**config.mk**
```make
export PLATFORM = sky130hd
export DESIGN_NAME = timer_arbiter
export DESIGN_NICKNAME = d
export VERILOG_FILES = /design/src/rtl/timer_pkg.sv /design/src/rtl/rr_arbiter.sv /design/src/rtl/timer_arbiter.sv
export SDC_FILE = /design/constraint.sdc
export NUM_CORES = 1
export LEC_CHECK = 0
export CAP_MARGIN = 10
export CORE_ASPECT_RATIO = 1.5
export CORE_MARGIN = 1.5
export CORE_UTILIZATION = 45
export DETAILED_ROUTE_END_ITERATION = 7
export HOLD_SLACK_MARGIN = 0.15
export MAX_ROUTING_LAYER = met4
export PLACE_DENSITY_LB_ADDON = 0.12
export SLEW_MARGIN = 10
export SYNTH_ARGS = -nofsm -noshare
export SYNTH_HDL_FRONTEND = slang
export SYNTH_SLANG_ARGS = --single-unit
export TNS_END_PERCENT = 10
```
**constraint.sdc**
```tcl
create_clock -name clk -period 3.8 [get_ports clk]
set_clock_uncertainty 0.1 [all_clocks]
set_input_delay 0.76 -clock clk [delete_from_list [all_inputs] [get_ports clk]]
set_output_delay 0.76 -clock clk [all_outputs]
set_load 0.02 [all_outputs]
```
**src/rtl/timer_pkg.sv**
```systemverilog
// timer_pkg: shared constants for the shared tick-countdown timer and its arbiter.
package timer_pkg;

    // Controller state encoding (kept as plain constants for legacy tools).
    localparam logic [1:0] IDLE = 2'd0;
    localparam logic [1:0] RUN  = 2'd1;
    localparam logic [1:0] DONE = 2'd2;

    // Default geometry: four requesters, 16-bit durations.
    localparam int NREQ_DEFAULT = 4;
    localparam int W_DEFAULT    = 16;

endpackage

```
**src/rtl/rr_arbiter.sv**
```systemverilog
// rr_arbiter: combinational round-robin select. The requester just above the
// pointer has top priority, wrapping cyclically; the pointer itself is lowest.
module rr_arbiter
    import timer_pkg::*;
#(
    parameter  int NREQ = NREQ_DEFAULT,
    localparam int PW   = $clog2(NREQ)
) (
    input  logic [NREQ-1:0] req,
    input  logic [PW-1:0]   ptr,
    output logic [NREQ-1:0] sel,
    output logic            valid
);

    // Wide enough to hold ptr + NREQ before folding back into range.
    logic [PW:0]   sum;
    logic [PW-1:0] idx;

    // Walk the requesters from ptr+1 upward (mod NREQ); the first asserted one wins.
    always_comb begin
        // NOTE: every output and temporary gets a default first so no path leaves one unassigned (no latch).
        sel   = '0;
        valid = 1'b0;
        sum   = '0;
        idx   = '0;
        for (int k = 1; k <= NREQ; k++) begin
            sum = {1'b0, ptr} + (PW+1)'(k);
            if (sum >= (PW+1)'(NREQ)) begin
                sum = sum - (PW+1)'(NREQ);
            end
            idx = sum[PW-1:0];
            if (!valid && req[idx]) begin
                sel[idx] = 1'b1;
                valid    = 1'b1;
            end
        end
    end

endmodule

```
**src/rtl/timer_arbiter.sv**
```systemverilog
// timer_arbiter: one tick-countdown timer shared round-robin among NREQ
// requesters. A granted requester's duration is loaded, counted down on each
// tick, and a one-cycle done pulse is returned to that requester at zero.
module timer_arbiter
    import timer_pkg::*;
#(
    parameter int NREQ = NREQ_DEFAULT,
    parameter int W    = W_DEFAULT
) (
    input  logic              clk,
    input  logic              rst,
    input  logic              tick,
    input  logic [NREQ-1:0]   req,
    input  logic [NREQ*W-1:0] dur,
    output logic [NREQ-1:0]   gnt,
    output logic              busy,
    output logic [NREQ-1:0]   done,
    output logic [W-1:0]      remaining
);

    localparam int PW = $clog2(NREQ);

    logic [1:0]      state;
    logic [PW-1:0]   ptr;        // last requester served or cancelled
    logic [PW-1:0]   sel;        // requester currently owning the timer

    logic [NREQ-1:0] arb_sel;
    logic            arb_valid;
    logic [PW-1:0]   arb_idx;
    logic [W-1:0]    arb_dur;
    logic [NREQ-1:0] sel_onehot;

    rr_arbiter #(
        .NREQ (NREQ)
    ) u_rr_arbiter (
        .req   (req),
        .ptr   (ptr),
        .sel   (arb_sel),
        .valid (arb_valid)
    );

    // Turn the arbiter's one-hot pick into an index and fetch that requester's duration.
    always_comb begin
        arb_idx = '0;
        arb_dur = '0;
        for (int i = 0; i < NREQ; i++) begin
            if (arb_sel[i]) begin
                arb_idx = PW'(i);
                arb_dur = dur[i*W +: W];
            end
        end
    end

    // One-hot form of the stored owner, used for the completion pulse.
    always_comb begin
        sel_onehot      = '0;
        sel_onehot[sel] = 1'b1;
    end

    // Controller: load on grant, count ticks, pulse done at zero; cancel drops straight to idle.
    always_ff @(posedge clk or negedge rst) begin
        // NOTE: registers use non-blocking assignments so every branch sees pre-edge values.
        if (!rst) begin
            state     <= IDLE;
            ptr       <= PW'(NREQ - 1);
            sel       <= '0;
            gnt       <= '0;
            busy      <= 1'b0;
            done      <= '0;
            remaining <= '0;
        end else begin
            case (state)
                IDLE: begin
                    // A tick arriving in the load cycle is intentionally ignored.
                    if (arb_valid) begin
                        remaining <= arb_dur;
                        gnt       <= arb_sel;
                        busy      <= 1'b1;
                        sel       <= arb_idx;
                        state     <= RUN;
                    end
                end
                RUN: begin
                    if (!req[sel]) begin
                        // Cancel beats expiry: no done pulse for a dropped request.
                        gnt       <= '0;
                        busy      <= 1'b0;
                        remaining <= '0;
                        ptr       <= sel;
                        state     <= IDLE;
                    end else if (remaining == '0) begin
                        gnt   <= '0;
                        done  <= sel_onehot;
                        state <= DONE;
                    end else if (tick) begin
                        remaining <= remaining - W'(1);
                    end
                end
                DONE: begin
                    // Moving the pointer to the finisher sends it to the back of the queue.
                    ptr   <= sel;
                    busy  <= 1'b0;
                    done  <= '0;
                    state <= IDLE;
                end
                default: begin
                    gnt       <= '0;
                    busy      <= 1'b0;
                    done      <= '0;
                    remaining <= '0;
                    state     <= IDLE;
                end
            endcase
        end
    end

endmodule
```
==> results_dict.tcl <==
set metrics [dict create \
    outcome "complete, no violations" \
    insertion_delay_ps 290 \
    post_cts_resized 0 \
    clock-sinks 31 \
    min_period_over_period_pct 91.1 \
    post_cts_buffers 0 \
    final-setup-viol-count 0 \
    synthMuxAreaShare_pct 3.83 \
    drc 0 \
    crit_slowest_cell "nor3_2" \
    dr_wl_met3_um 381 \
    ant_nets 0 \
    core.rowCount 33 \
    die_area_mm2 0.00628 \
    path_buf_inv 2 \
    fmax_mhz 289 \
    synth_xor_area_share_pct 0.335 \
    via_per_inst 6.05 \
    synthCells 293 \
    grt_remaining_overflow 0 \
    gr-usage-all-layers_pct 29.1 \
    synth_cell_type_count 61 \
    hold_path.class "flop to flop" \
    syn2layout_area_growth_pct 42.8 \
    ir_drop_v 0.000450 \
    design_area_mm2 0.00373 \
    relSlewSlack_pct 25.9 \
    dieHeight_um 96.3 \
    synthAdderAreaFrac_pct 4.31 \
    initial_core_util_pct 47.2 \
    leakage_uw 0.00147 \
    path_delay_family "simple AND/OR/NAND/NOR gates" \
    root_buffer "clkbuf_8" \
    firstDrtPassIters 4 \
    die_x_um 65.2 \
    cts_max_level 2 \
    antenna_found_initial 0 \
    yosysWarnings 0 \
    cts_made_buffers 5 \
    num-nets-final 470 \
    nFillCells 486 \
    wl_met1_mm 3.05 \
    cap_violations 0 \
    path_common_cell "inv_1" \
    fin_crit_ps 3460 \
    layout-drive-gt1-share_pct 13.3 \
    wl_met2_mm 4.85 \
    path_clk_slew_ps 70 \
    synth_seq_area_share_pct 29.8 \
    vias 2787 \
    hpwl_mm 6.86 \
    finalSetupTns_ps 0 \
    synth_top_family_by_area "compound AO/OA/AOI/OAI gates" \
    netlist.top_cell.by_area "dfrtp_1" \
    async_flop_share_pct 100 \
    clock_path_buffers 2 \
    syn-num-nets 373 \
    n_antenna_cell 0 \
    criticalPathCategory "flop to flop" \
    portBuffers 95 \
    ctsHoldBuffers 0 \
    boundaryPins 96 \
    worstPathCellList "inv_1 > ha_1 > mux4_2 > inv_1 > a31oi_2 > nor3_2 > o21ai_0 > o221ai_2" \
    finalPower_uw 3260 \
    cts_tree "yes" \
    hold_violations 0 \
    top_layer_used "met4" \
    critPathMaxStageDelay_ps 790 \
    power_density_mw_per_mm2 873 \
    synth-compound-area-share_pct 36.8 \
    synth_ff_type "dfrtp_1" \
    cp-start-kind "flop" \
    gp_congestion 0.919 \
    drv_slew 0 \
    synthTopCellsByArea "dfrtp_1 28%, a221oi_2 5.7%, o21ai_0 5.4%, a21oi_1 4.8%, ha_1 4.3%" \
    yosysTopAreaCellShare_pct 27.8 \
    wl_per_cell_um 18.6 \
    grt_setup_unrepaired "false" \
    ys_ff_latch 31 \
    grt_pass1_vias 2903 \
    core_area_mm2 0.00553 \
    synth_edf_count 0 \
    arrival_ps 3550 \
    cp_max_fo 16 \
    grt_start_max_net_pins 32 \
    required_ps 3890 \
    grt_pass1_wl_mm 13.6 \
    synthSimpleGateAreaFrac_pct 18.0 \
    tightest_slew_ps 1110 \
    first_iter_violations 164 \
    syn-cell-area_mm2 0.00261 \
    r2r_setup_slack_ps 340 \
    routed_wl_mm 8.57 \
    syn_avg_cell_area_um2 8.91 \
    dpl-instance-area_mm2 0.00364 \
    cp-end-kind "flop" \
]
[stage by stage]
stage          hold slack [ps]  worst slack (ps)  std cells  utilization (%)
3_5_place_dp               370              97.5        453             65.9
4_1_cts                    385               293        461             67.4
6_report                   377               340        461             67.4
3_3_place_gp               362               176        453             65.9
2_1_floorplan              364               709        293                -
5_1_grt                    398              95.4        461             67.4
[layout by cell type, fill, tap and decap left out, drive strengths merged, types with 9 or more instances in the layout]
master	count
a21oi	25
a221oi	15
buf	12
clkdlybuf4s50	95
dfrtp	29
ha	9
inv	23
nand2	15
nor2	21
nor3	12
o21ai	30
o221ai	11
[cells in the mapped netlist (2+ instances only)]
| library cell | number |
|---|---|
| a21boi_2 | 2 |
| a21o_1 | 4 |
| a21oi_1 | 25 |
| a221oi_1 | 5 |
| a221oi_2 | 10 |
| a22oi_1 | 4 |
| a31oi_1 | 3 |
| and2_1 | 2 |
| and3_1 | 3 |
| buf_2 | 6 |
| buf_4 | 2 |
| buf_6 | 2 |
| clkbuf_1 | 6 |
| dfrtp_1 | 29 |
| dfstp_2 | 2 |
| ha_1 | 9 |
| inv_1 | 23 |
| mux4_2 | 4 |
| nand2_1 | 15 |
| nand3_1 | 3 |
| nand3b_1 | 6 |
| nand4_1 | 4 |
| nand4b_1 | 2 |
| nor2_1 | 21 |
| nor3_1 | 10 |
| nor3_2 | 2 |
| nor3b_1 | 3 |
| nor4_1 | 8 |
| o211ai_1 | 4 |
| o211ai_2 | 3 |
| o21a_1 | 2 |
| o21ai_0 | 28 |
| o21ai_1 | 2 |
| o221ai_1 | 5 |
| o221ai_2 | 6 |
| o31ai_1 | 2 |
| or3_1 | 2 |
[cells by family (layout without fill, tap and decap cells)]
family | after synthesis | count (layout)
AO/OA/AOI/OAI | 120 | 120
XOR/XNOR | 1 | 1
adder cells (fa/ha/maj) | 9 | 9
buffers and inverters | 40 | 138
flip-flops | 31 | 31
multiplexers | 5 | 5
AND/OR/NAND/NOR | 87 | 87
[state kept, by name, summed over array words and instances (netlist names)]
signal     cells
gnt            4
ptr            2
done           4
remaining     16
state          2
busy           1
sel            2
[power by group]
part	internal (uW)	switching, uW
Combinational	1020	1310
Clock	128	130
Sequential	477	189
Total	1620	1630
[path summary, 6_finish.rpt]
check / startpoint / endpoint / cells past startpoint
worst max-delay path: ptr[1] / remaining[6] / 8
worst min-delay path: gnt[0] / gnt[0] / 1
max in group asynchronous: rst / ptr[1] / 2
worst min register to register: gnt[0] / gnt[0] / 1
min in group asynchronous: rst / done[1] / 2
worst max register to register: ptr[1] / remaining[6] / 8
[per-layer routing]
metal | up-vias | track usage, %
met5 | - | -
met4 | 0 | 14.4
met3 | 26 | 4.21
met2 | 91 | 55.3
met1 | 1335 | 28.2
li1 | 1335 | -
[area by class of cell]
type	count	area (um^2)	share of cell area [%]
clock buffers	6	72.6	1.95
multi-input cells	222	1650	44.3
flip-flops and latches	31	778	20.9
inverters	23	86.3	2.31
repair buffers	107	1040	27.9
clock inverters	2	12.5	0.335
well taps	70	87.6	2.35
[worst reg2reg max path, delay by kind of cell (launching register included)]
family	cells	cell delay, ps
flip-flops	1	620
AO/OA/AOI/OAI	3	640
AND/OR/NAND/NOR	1	790
adder cells (fa/ha/maj)	1	350
buffers and inverters	2	300
multiplexers	1	570
No activity file was read; power rests on OpenSTA's default activity.
